<file path="src/rtl/inst_seq_pkg.sv">
// Shared state encoding, instruction class codes and class decode helpers
// for the nlp16 instruction sequencer.
package inst_seq_pkg;

    typedef enum logic [3:0] {
        ST_IDLE = 4'd0,
        ST_F1   = 4'd1,
        ST_F2   = 4'd2,
        ST_DEC  = 4'd3,
        ST_EXEC = 4'd4,
        ST_MEM  = 4'd5,
        ST_WB   = 4'd6,
        ST_HALT = 4'd7,
        ST_ERR  = 4'd8
    } state_t;

    localparam logic [3:0] CLS_NOP    = 4'h0;
    localparam logic [3:0] CLS_ALU_RR = 4'h1;
    localparam logic [3:0] CLS_ALU_RI = 4'h2;
    localparam logic [3:0] CLS_LOAD   = 4'h3;
    localparam logic [3:0] CLS_STORE  = 4'h4;
    localparam logic [3:0] CLS_HALT   = 4'hF;

    function automatic logic is_two_word(input logic [3:0] cls);
        return (cls == CLS_ALU_RR) || (cls == CLS_ALU_RI) ||
               (cls == CLS_LOAD)   || (cls == CLS_STORE);
    endfunction

    function automatic logic is_legal(input logic [3:0] cls);
        return is_two_word(cls) || (cls == CLS_NOP) || (cls == CLS_HALT);
    endfunction

    // Register-immediate ALU ops select the all-ones source as the immediate port.
    function automatic logic s2_is_imm(input logic [3:0] cls);
        return cls == CLS_ALU_RI;
    endfunction

endpackage

</file>
<file path="src/rtl/wait_timer.sv">
// Purpose: counts consecutive memory wait cycles, flags the TIMEOUT-th one.
// Latency: expired is combinational on the cycle that completes the last wait.
// Backpressure: none; en/clr are qualified by the caller (stall already removed).
module wait_timer #(
    parameter int TIMEOUT = 15
) (
    input  logic i_clk,
    input  logic i_rst_n,
    input  logic en,
    input  logic clr,
    output logic expired
);

    generate
        if (TIMEOUT == 0) begin : g_off
            logic unused_tie;
            assign unused_tie = en ^ clr ^ i_clk ^ i_rst_n;
            assign expired    = 1'b0;
        end else begin : g_on
            localparam int CW = $clog2(TIMEOUT + 1);
            localparam logic [CW-1:0] LAST = CW'(TIMEOUT - 1);

            logic [CW-1:0] cnt;

            always_ff @(posedge i_clk or negedge i_rst_n) begin
                if (!i_rst_n) begin
                    cnt <= '0;
                end else if (clr) begin
                    cnt <= '0;
                end else if (en) begin
                    cnt <= cnt + CW'(1);
                end
            end

            // Independent of clr so the FSM next-state path stays loop free.
            assign expired = en && (cnt == LAST);
        end
    endgenerate

endmodule

</file>
<file path="src/rtl/inst_sequencer.sv">
// Purpose: fetches 1-2 instruction words, decodes, emits ALU/regfile/memory control.
// Latency: zero-wait F1->F1 is NOP 2, ALU 4, LOAD 5, STORE 4 cycles.
// Backpressure: i_mem_rdy stretches F1/F2/MEM (timeout to ERR); i_stall freezes and gates strobes.
module inst_sequencer
    import inst_seq_pkg::*;
#(
    parameter int DATA_W  = 16,
    parameter int REG_W   = 4,
    parameter int OP_W    = 6,
    parameter int TIMEOUT = 15
) (
    input  logic              i_clk,
    input  logic              i_rst_n,
    input  logic              i_stall,
    input  logic              i_mem_rdy,
    input  logic [DATA_W-1:0] i_mem_data,
    output logic              o_mem_req,
    output logic              o_mem_rd,
    output logic              o_mem_wr,
    output logic              o_pc_inc,
    output logic [3:0]        o_state,
    output logic              o_err,
    output logic              o_halt,
    output logic [OP_W-1:0]   o_alu_op,
    output logic [REG_W-1:0]  o_s1,
    output logic [REG_W-1:0]  o_s2,
    output logic [REG_W-1:0]  o_dest,
    output logic [DATA_W-1:0] o_imm,
    output logic              o_reg_we
);

    state_t            state, state_nxt;
    logic [DATA_W-1:0] ir1, ir2;
    logic [3:0]        cls, func, in_cls;
    logic [REG_W-1:0]  dest, s1;
    logic              req_raw, xfer, wait_cyc, tmo, timer_clr;

    assign cls    = ir1[DATA_W-1 -: 4];
    assign func   = ir1[DATA_W-5 -: 4];
    assign dest   = ir1[DATA_W-9 -: REG_W];
    assign s1     = ir1[DATA_W-9-REG_W -: REG_W];
    assign in_cls = i_mem_data[DATA_W-1 -: 4];

    assign req_raw   = (state == ST_F1) || (state == ST_F2) || (state == ST_MEM);
    assign xfer      = req_raw && i_mem_rdy && !i_stall;
    assign wait_cyc  = req_raw && !i_mem_rdy && !i_stall;
    assign timer_clr = xfer || (state_nxt != state);

    wait_timer #(.TIMEOUT(TIMEOUT)) u_wait_timer (
        .i_clk   (i_clk),
        .i_rst_n (i_rst_n),
        .en      (wait_cyc),
        .clr     (timer_clr),
        .expired (tmo)
    );

    always_ff @(posedge i_clk or negedge i_rst_n) begin
        if (!i_rst_n) begin
            state <= ST_IDLE;
            ir1   <= '0;
            ir2   <= '0;
        end else begin
            state <= state_nxt;
            if (xfer && state == ST_F1) ir1 <= i_mem_data;
            if (xfer && state == ST_F2) ir2 <= i_mem_data;
        end
    end

    always_comb begin
        state_nxt = state;
        case (state)
            ST_IDLE: if (!i_stall) state_nxt = ST_F1;
            ST_F1: begin
                if (xfer)     state_nxt = is_two_word(in_cls) ? ST_F2 : ST_DEC;
                else if (tmo) state_nxt = ST_ERR;
            end
            ST_F2: begin
                if (xfer)     state_nxt = ST_DEC;
                else if (tmo) state_nxt = ST_ERR;
            end
            ST_DEC: begin
                if (!i_stall) begin
                    if (!is_legal(cls))                            state_nxt = ST_ERR;
                    else if (cls == CLS_NOP)                       state_nxt = ST_F1;
                    else if (cls == CLS_HALT)                      state_nxt = ST_HALT;
                    else if (cls == CLS_LOAD || cls == CLS_STORE)  state_nxt = ST_MEM;
                    else                                           state_nxt = ST_EXEC;
                end
            end
            ST_EXEC: if (!i_stall) state_nxt = ST_F1;
            ST_MEM: begin
                if (xfer)     state_nxt = (cls == CLS_LOAD) ? ST_WB : ST_F1;
                else if (tmo) state_nxt = ST_ERR;
            end
            ST_WB:   if (!i_stall) state_nxt = ST_F1;
            ST_HALT: state_nxt = ST_HALT;
            ST_ERR:  state_nxt = ST_ERR;
            default: state_nxt = ST_ERR;
        endcase
    end

    always_comb begin
        o_mem_req = req_raw && !i_stall;
        o_pc_inc  = xfer && (state == ST_F1 || state == ST_F2);
        o_mem_rd  = 1'b0;
        o_mem_wr  = 1'b0;
        o_state   = state;
        o_err     = (state == ST_ERR);
        o_halt    = (state == ST_HALT);
        o_alu_op  = '0;
        o_s1      = '0;
        o_s2      = '0;
        o_dest    = '0;
        o_imm     = '0;
        o_reg_we  = 1'b0;
        case (state)
            ST_EXEC: begin
                o_alu_op = OP_W'(func);
                o_s1     = s1;
                o_s2     = s2_is_imm(cls) ? {REG_W{1'b1}} : ir2[REG_W-1:0];
                o_dest   = dest;
                o_imm    = ir2;
                o_reg_we = !i_stall;
            end
            ST_MEM: begin
                o_mem_rd = (cls == CLS_LOAD) && !i_stall;
                o_mem_wr = (cls == CLS_STORE) && !i_stall;
                o_imm    = ir2;
                if (cls == CLS_STORE) o_s1 = s1;
            end
            ST_WB: begin
                o_dest   = dest;
                o_reg_we = !i_stall;
            end
            default: ;
        endcase
    end

endmodule

</file>
<file path="config.mk">
export PLATFORM = sky130hd
export DESIGN_NAME = inst_sequencer
export DESIGN_NICKNAME = d
export VERILOG_FILES = /design/src/rtl/inst_seq_pkg.sv /design/src/rtl/wait_timer.sv /design/src/rtl/inst_sequencer.sv
export SDC_FILE = /design/constraint.sdc
export NUM_CORES = 1
export LEC_CHECK = 0
export ABC_AREA = 0
export CAP_MARGIN = 20
export CORE_ASPECT_RATIO = 1.2
export CORE_MARGIN = 2
export CORE_UTILIZATION = 52
export DETAILED_ROUTE_END_ITERATION = 16
export PLACE_DENSITY_LB_ADDON = 0.2
export RECOVER_POWER = 50
export SYNTH_ARGS = -nofsm -noshare
export SYNTH_HDL_FRONTEND = slang
export SYNTH_HIERARCHICAL = 1
export SYNTH_SLANG_ARGS = --single-unit
</file>
<file path="constraint.sdc">
create_clock -name i_clk -period 7.7 [get_ports i_clk]
set_input_delay 1.54 -clock i_clk [delete_from_list [all_inputs] [get_ports i_clk]]
set_output_delay 1.54 -clock i_clk [all_outputs]
set_load 0.05 [all_outputs]
</file>
After elaboration in Yosys (flattened, before gate mapping)
Index checks and enable logic that the tools add are counted.
{ "classes": {"n_eq_ne": 19, "n_addsub": 1, "multipliers": 0, "reduce_logical": 31, "shifts": 0, "magnitude_cmp": 0, "bitwise": 0, "div": 0, "mux": 25} }
{ "op_table": {"columns": ["operator", "count"], "rows": [
  ["$mux 4", 14],
  ["$eq 4x2->1 const B", 6],
  ["$eq 4x3->1 const B", 6],
  ["$pmux 4 s6", 1],
  ["$mux 16", 1],
  ["$eq 4x1->1 const B", 3],
  ["$eq 4x4->1 const B", 3],
  ["$logic_or 1x1->1", 12],
  ["$logic_and 1x1->1", 11],
  ["$logic_not 4->1", 2],
  ["$pmux 4 s2", 1],
  ["$mux 3", 2],
  ["$mux 1", 5],
  ["$add 4x1->4 const B", 1],
  ["$ne 4x4->1", 1],
  ["$reduce_or 2->1", 2],
  ["$reduce_or 3->1", 1],
  ["$logic_not 1->1", 2],
  ["$mux 2", 1],
  ["$reduce_bool 2->1", 1]
]} }
{ "word_totals": {"register_bits": 40, "ramBits": 0, "word_cells": 80, "latchBits": 0, "mem_bits_ro": 0, "memories": 0} }

Logic depth before layout (Yosys ltp)
{ "logic_depth": {"ltp_word": 12, "ltp_mapped": 11, "ltp_nobuf": 10} }

Cells and area by module
The synthesis kept the hierarchy.
{ "by_module_without_submodules": {"columns": ["module", "cells_each", "area_each_um2", "instances", "seq_area_each_um2"], "rows": [
  ["inst_sequencer", 195, 2178.3, 1, 900.9],
  ["wait_timer", 20, 222.7, 1, 100.1]
]} }

Worst setup path after synthesis
OpenSTA, ideal clock, no wires.
{ "synth_timing": {"path_kind": "input to output", "startpoint": "input port i_stall", "endpoint": "output port o_mem_rd", "t_required_ns": 6.160, "arrival_time_ns": 2.833, "setup_slack_ns": 3.327, "stages": 2, "n_path_buf": 1, "path_cell_list": "clkbuf_1 nor3_1"} }
{ "synth_via": {"elab_chain_len": 3} }
{ "synth_rtl": {"columns": ["item", "line", "source"], "rows": [
  ["from (decl)", "inst_sequencer.sv:14", "input logic i_stall,"],
  ["$logic_not 1->1", "inst_sequencer.sv:126", "o_mem_rd = (cls == CLS_LOAD) && !i_stall;"],
  ["$logic_and 1x1->1", "inst_sequencer.sv:126", null],
  ["$mux 1", "inst_sequencer.sv:116", "case (state)"],
  ["to (decl)", "inst_sequencer.sv:18", "output logic o_mem_rd,"]
]} }
No other way between the ends.

Final worst setup path
{ "layout_timing": {"startpoint": "input port i_stall", "endpoint": "output port o_pc_inc"} }
{ "layout_via": {"elab_chain_len": 3} }
{ "layout_rtl": {"columns": ["item", "line", "source"], "rows": [
  ["$logic_not 1->1", "inst_sequencer.sv:45", "assign xfer = req_raw && i_mem_rdy && !i_stall;"],
  ["$logic_and 1x1->1", "inst_sequencer.sv:45", null],
  ["$logic_and 1x1->1", "inst_sequencer.sv:104", "o_pc_inc = xfer && (state == ST_F1 || state == ST_F2);"],
  ["to (decl)", "inst_sequencer.sv:20", "output logic o_pc_inc,"]
]} }
No other way between the ends.

==> qor.yml <==
flip_flop_cell_with_the_highest_count_after_synthesis: "sky130_fd_sc_hd__dfrtp_1"
synthesis.instances: 215
maxCapViolations: 1
whs_path_depth: 1
ff2ff_path_depth: 9
grt_setup_unrepaired: "no"
critPathLaunchType: "input port"
cts_sinks: 40
fmaxAchievable_mhz: 193
path_max_fanout: 13
ys_seq_area_frac: 0.417
max_slew_margin: -0.445
synth_cell_type_count: 57
post-synth-top-area-fraction: 0.417
grt_usage: 0.224
synth_edf_count: 0
worst-slew-pin-transition_ns: 2.17
final.min_clock_period_ns: 5.18
firstDrtPassIters: 4
number_of_global_route_vias_before_repair: 1857
area.growth.synth_to_final_pct: 28.8
critical_path_arrival_ns: 3.64
synth.area.top_cells: "sky130_fd_sc_hd__dfrtp_1, sky130_fd_sc_hd__mux2_2, sky130_fd_sc_hd__and2_1"
async_reset_ff_frac: 1.00
setup-tns-final_ns: 0
run_status: "complete, but fails checks"
reg2reg_to: "u_wait_timer/g_on.cnt[3]"
globalRouteOverflowTotal: 0
number_of_antenna_diodes: 0
crit_type: "input port to output port"
post_cts_buffers: 0
wire_length_of_the_first_global_routing_pass_um: 8980
net-switching-power_uw: 343
design.core.area_um2: 4530
critical_path_required_ns: 6.16
h_tree_depth: 2
violations: "max-capacitance violations, max-slew violations"
hp-class: "flop to flop"
reg2reg_from: "o_state[0]"
reg_power_frac: 0.410
row_count: 27
drtIter0Drc: 185
die-width_um: 66.0
setup-violations-final: 0
route.vias.total: 1864
switching_share: 0.368
synth.yosys.warnings: 6
clk_pin_slew_ns: 0.07
final_design_area_no_fill_um2: 3090
synth_most_common_cell: "sky130_fd_sc_hd__dfrtp_1"
power.static_leakage_nw: 1.33
cts_hold_repair.buffers: 0
num_io_pins: 65
maxSlewViolCount: 41
drive_gt1_frac: 0.176
finalNetCount: 294
clk_skew_ns: 0.00629
whs_endpoint: "ir1[3]"
sum_of_net_half_perimeters_after_detailed_placement_um: 3770
ys_seq_elements: 40
r2r_slack_ns: 3.84
post_cts_repair_resize_count: 0
finalHoldWorstSlack_ns: 0.502
timing.final.crit_share: 0.673
detailed_place.area_um2: 2990
root_buffer: "sky130_fd_sc_hd__clkbuf_8"
power_per_cell_area_nw_per_um2: 302
dieHeight_um: 78.4
min-delay-start: "ir1[3]"
initial_util: 0.530
cts_tree: "built"
remaining_drc_errors: 0
total_die_area_um2: 5180
final.fill_count: 389
cell_internal_pwr_uw: 589
cts_buffers: 5
place.port_buffers: 62
worstSkewPairLatency_ns: 0.29
grt_start_max_net_pins: 41
cts_buffer_depth: 2
comb_power_share: 0.392
syn-cell-area_um2: 2400
gp_congestion: 0.999
synth_area_per_cell_um2: 11.2
total_power_of_the_final_layout_uw: 932
finalHoldViolations: 0
synth_top_area_cell: "sky130_fd_sc_hd__dfrtp_1"
post_drt_via_cell_ratio: 5.63
drt-wirelength-per-cell_um: 16.2
synth.top_cells.by_count: "sky130_fd_sc_hd__dfrtp_1, sky130_fd_sc_hd__and2_1, sky130_fd_sc_hd__mux2_2, sky130_fd_sc_hd__mux2_4, sky130_fd_sc_hd__nor2_1"
number_of_antenna_violations_at_the_first_check_in_global_routing: 0
p_clk_frac: 0.198
highest_ir_drop_seen_on_vdd_v: 0.000162
totalWireLength_um: 5360
detail-route-antenna-nets: 0
crit_path_end_kind: "output port"
[placed cells by master, fill, tap and decap left out, drive strengths merged, types with 5 or more instances in the layout]
cell,instances
a21oi,8
and2,28
clkbuf,8
clkdlybuf4s50,59
dfrtp,40
mux2,33
nand2,5
nand2b,6
nor2,12
nor3,7
o21ai,5
[registers in the layout, indices dropped and copies added (netlist names)]
register,flops
u_wait_timer/g_on.cnt,4
ir2,16
ir1,16
o_state,4
[layer usage]
metal / GRT usage / share of wire / wire length [um]
met3: 0.0688 / 0.073 / 394
met4: 0.0735 / 0.016 / 85
met1: 0.279 / 0.42 / 2230
met2: 0.370 / 0.50 / 2660
met5: 0 / 0 / 0
[metrics by stage]
step	util	cells	setup WS [ns]
5_1_grt	0.683	331	2.42
2_1_floorplan	-	216	3.33
6_report	0.683	331	2.52
4_1_cts	0.689	331	2.54
3_5_place_dp	0.661	323	2.55
3_3_place_gp	0.661	323	2.57
[area by class of cell]
class	count	area (um^2)	share of cell area
clock inverters	1	30.0	0.00971
inverters	3	11.3	0.00364
well taps	58	72.6	0.0235
multi-input cells	160	1270	0.410
clock buffers	7	96.3	0.0312
flip-flops and latches	40	1000	0.324
repair buffers	62	614	0.199
[power by group through the flow]
stage / Combinational, mW / Clock, mW / Sequential [mW]
finish: 0.366 / 0.185 / 0.382
global route: 0.398 / 0.198 / 0.398
CTS: 0.372 / 0.190 / 0.382
detailed placement: 0.371 / 0 / 0.383
global placement: 0.365 / 0 / 0.380
floorplan: 0.313 / 0 / 0.361
[worst max-delay path by stage]
stage                       start       end  slack (ns)  cells after the start
after floorplan           i_stall  o_mem_rd        3.33                      2
after global placement    i_stall  o_pc_inc        2.57                      4
after detailed placement  i_stall  o_pc_inc        2.55                      4
after CTS                 i_stall  o_pc_inc        2.54                      4
after global routing      i_stall  o_pc_inc        2.42                      4
final                     i_stall  o_pc_inc        2.52                      4
[critical path, cell delays in order]
cell                              delay [ns]
sky130_fd_sc_hd__dlygate4sd3_1          0.72
sky130_fd_sc_hd__nand2b_1               0.32
sky130_fd_sc_hd__nor2_1                 0.22
sky130_fd_sc_hd__clkdlybuf4s50_1        0.83
[cells by family after synthesis]
group           count (synthesis)  synth area share
flops                          40             0.417
buf+inv                        16            0.0459
compound gates                 34             0.109
fa+ha+maj                       2            0.0104
simple gates                   87             0.237
xor+xnor                        1           0.00365
mux                            34             0.176
other cells                     1           0.00156
Power figures use the tool's default switching activity.
==> RTL change, RTL diff (same settings) <==
Set the parameter `OP_W` to 3 (it was 6).
--- a/src/rtl/inst_sequencer.sv
+++ b/src/rtl/inst_sequencer.sv
@@ -8,3 +8,3 @@
     parameter int REG_W   = 4,
-    parameter int OP_W    = 6,
+    parameter int OP_W    = 3,
     parameter int TIMEOUT = 15
Ports: changed (resized o_alu_op); port bits go from 65 to 62. The function was not compared with the original's and may differ.
==> RTL change against the unedited design <==
The run still ends with capacitance limit, slew limit left; cell area down 5.5%; sequential cell count down 1; synthesized cell count down 1.4%; routed wire length down 6.3%; core utilization up 1.4 points; count of clock-buffer cells in the layout down 1; maximum frequency down 2.3%; area after synthesis down 7.5%; global-route usage about the same; setup slack worse by 0.12 ns; via count down 3.8%; largest cell class unchanged.
Power is not compared: it rests on default switching activity, and its combinational part moved more than twofold at a synthesized area within 25%.
==> RTL change: results (changes against the unedited design) <==
outcome:
  status: "finished, violations left"
  violations: "capacitance limit, slew limit"
grt:
  grt_util_met3_pct: 7.24  # +0.36 points
  grtUsageTotal_pct: 22.4  # about the same
  grt_pass1_wl_um: 8130  # -9.4%
  grt_overflow: 0  # unchanged
  met1_usage_pct: 26.5  # -1.5 points
  grt_max_degree: 40  # -2.4%
  use_met2_pct: 39.1  # +2.1 points
  grt_pass1_vias: 1672  # -10%
timing:
  maxSlewViolCount: 40  # -2.4%
  fin_skew_ns: 0.00381  # -0.00248 ns
  setup_ws_ns: 2.39  # -0.125 ns
  whs_ns: 0.498  # -0.00386 ns
  tightest_slew_ns: 2.05  # -0.115 ns
layout:
  num_antenna_cells: 0  # unchanged
  fillCellCount: 341  # -12%
  fin_cells: 325  # -1.8%
  drive_above_1_share_pct: 16.0  # -1.6 points
  top_regs: "ir2 x16, ir1 x15"
  nets: 290  # -1.4%
worst_setup_path:
  rr_endpoint: "u_wait_timer/g_on.cnt[3]"
  critical-path-max-stage-delay_ns: 0.89  # +0.06 ns
  cp-startpoint: "i_stall"
  crit_arrival_ns: 3.77  # +0.13 ns
  critPathMaxFanout: 12  # -1
  rr_startpoint: "o_state[0]"
  crit_path_end: "o_pc_inc"
  cpMaxStageDelayCell: "clkdlybuf4s50_1"
  reg2reg_slack_ns: 3.98  # +0.14 ns
  rr_worst_depth: 10  # +1
placement:
  post_dp_cell_area_mm2: 0.00284  # -5.2%
  io_buffers: 61  # -1.6%
  place_inst: 317  # -1.9%
  post-place-ws_ns: 2.46  # -0.0843 ns
  hpwl_um: 3550  # -5.8%
  place_congestion: 0.860  # -14%
job:
  cap_violations: 1  # unchanged
logic_synthesis:
  synthCells: 212  # -1.4%
  yosys_warnings: 6  # unchanged
  synthTopCellsByArea: "dfrtp_1, mux2_2, and2_1, nor2_1, nor3_1"
  netlist_top_cells_count: "dfrtp_1, mux2_2, and2_1"
  synth_flop_cell: "dfrtp_1"
  synth.net_count: 234
  synth_cell_types: 50  # -12%
  ys_seq_area_share_pct: 43.9  # +2.3 points
clock_tree:
  cts_setup_buffers: 0  # unchanged
  cts_resized: 0  # unchanged
  cts_made_buffers: 5  # unchanged
  clk_latency_ns: 0.30
hold_path:
  min_from: "ir1[2]"
  min_to: "ir1[2]"
  hp-class: "reg -> reg"
drt:
  routed_wl_um: 5030  # -6.3%
  drtIter0Drc: 191  # +3.2%
  vias: 1794  # -3.8%
pwr:
  static-leakage-power_nw: 1.28
==> RTL change: routing by layer <==
layer / routed length [um] / vias up
li1: - / 868
met1: 2090 / 871
met2: 2530 / 49
met3: 338 / 6
met4: 70 / 0
met5: 0 / -
==> RTL change: layout make-up <==
class | count | area [um2] | share of cell area [%]
inverter | 4 | 15.0 | 0.514
tap | 56 | 70.1 | 2.40
sequential | 39 | 976 | 33.4
multi-input combinational | 157 | 1170 | 40.1
timing repair buffer | 61 | 604 | 20.7
clock inverter | 2 | 12.5 | 0.428
clock buffer | 6 | 72.6 | 2.48
==> RTL change: kinds of logic after synthesis <==
| kind of cell | share of synthesized area, % |
|---|---|
| and+or+nand+nor | 23.5 |
| DFF | 43.9 |
| muxes | 16.8 |
| AOI/OAI and AO/OA | 10.1 |
| buffers and inverters | 3.27 |
| xor gates and xnor gates | 1.18 |
| adders and majority gates | 1.13 |
==> RTL change: power breakdown <==
group,switching [mW],internal [mW]
sequential,0,0.205
combinational,0.00871,0.00923
clock,0.0743,0.0633
total,0.0830,0.277
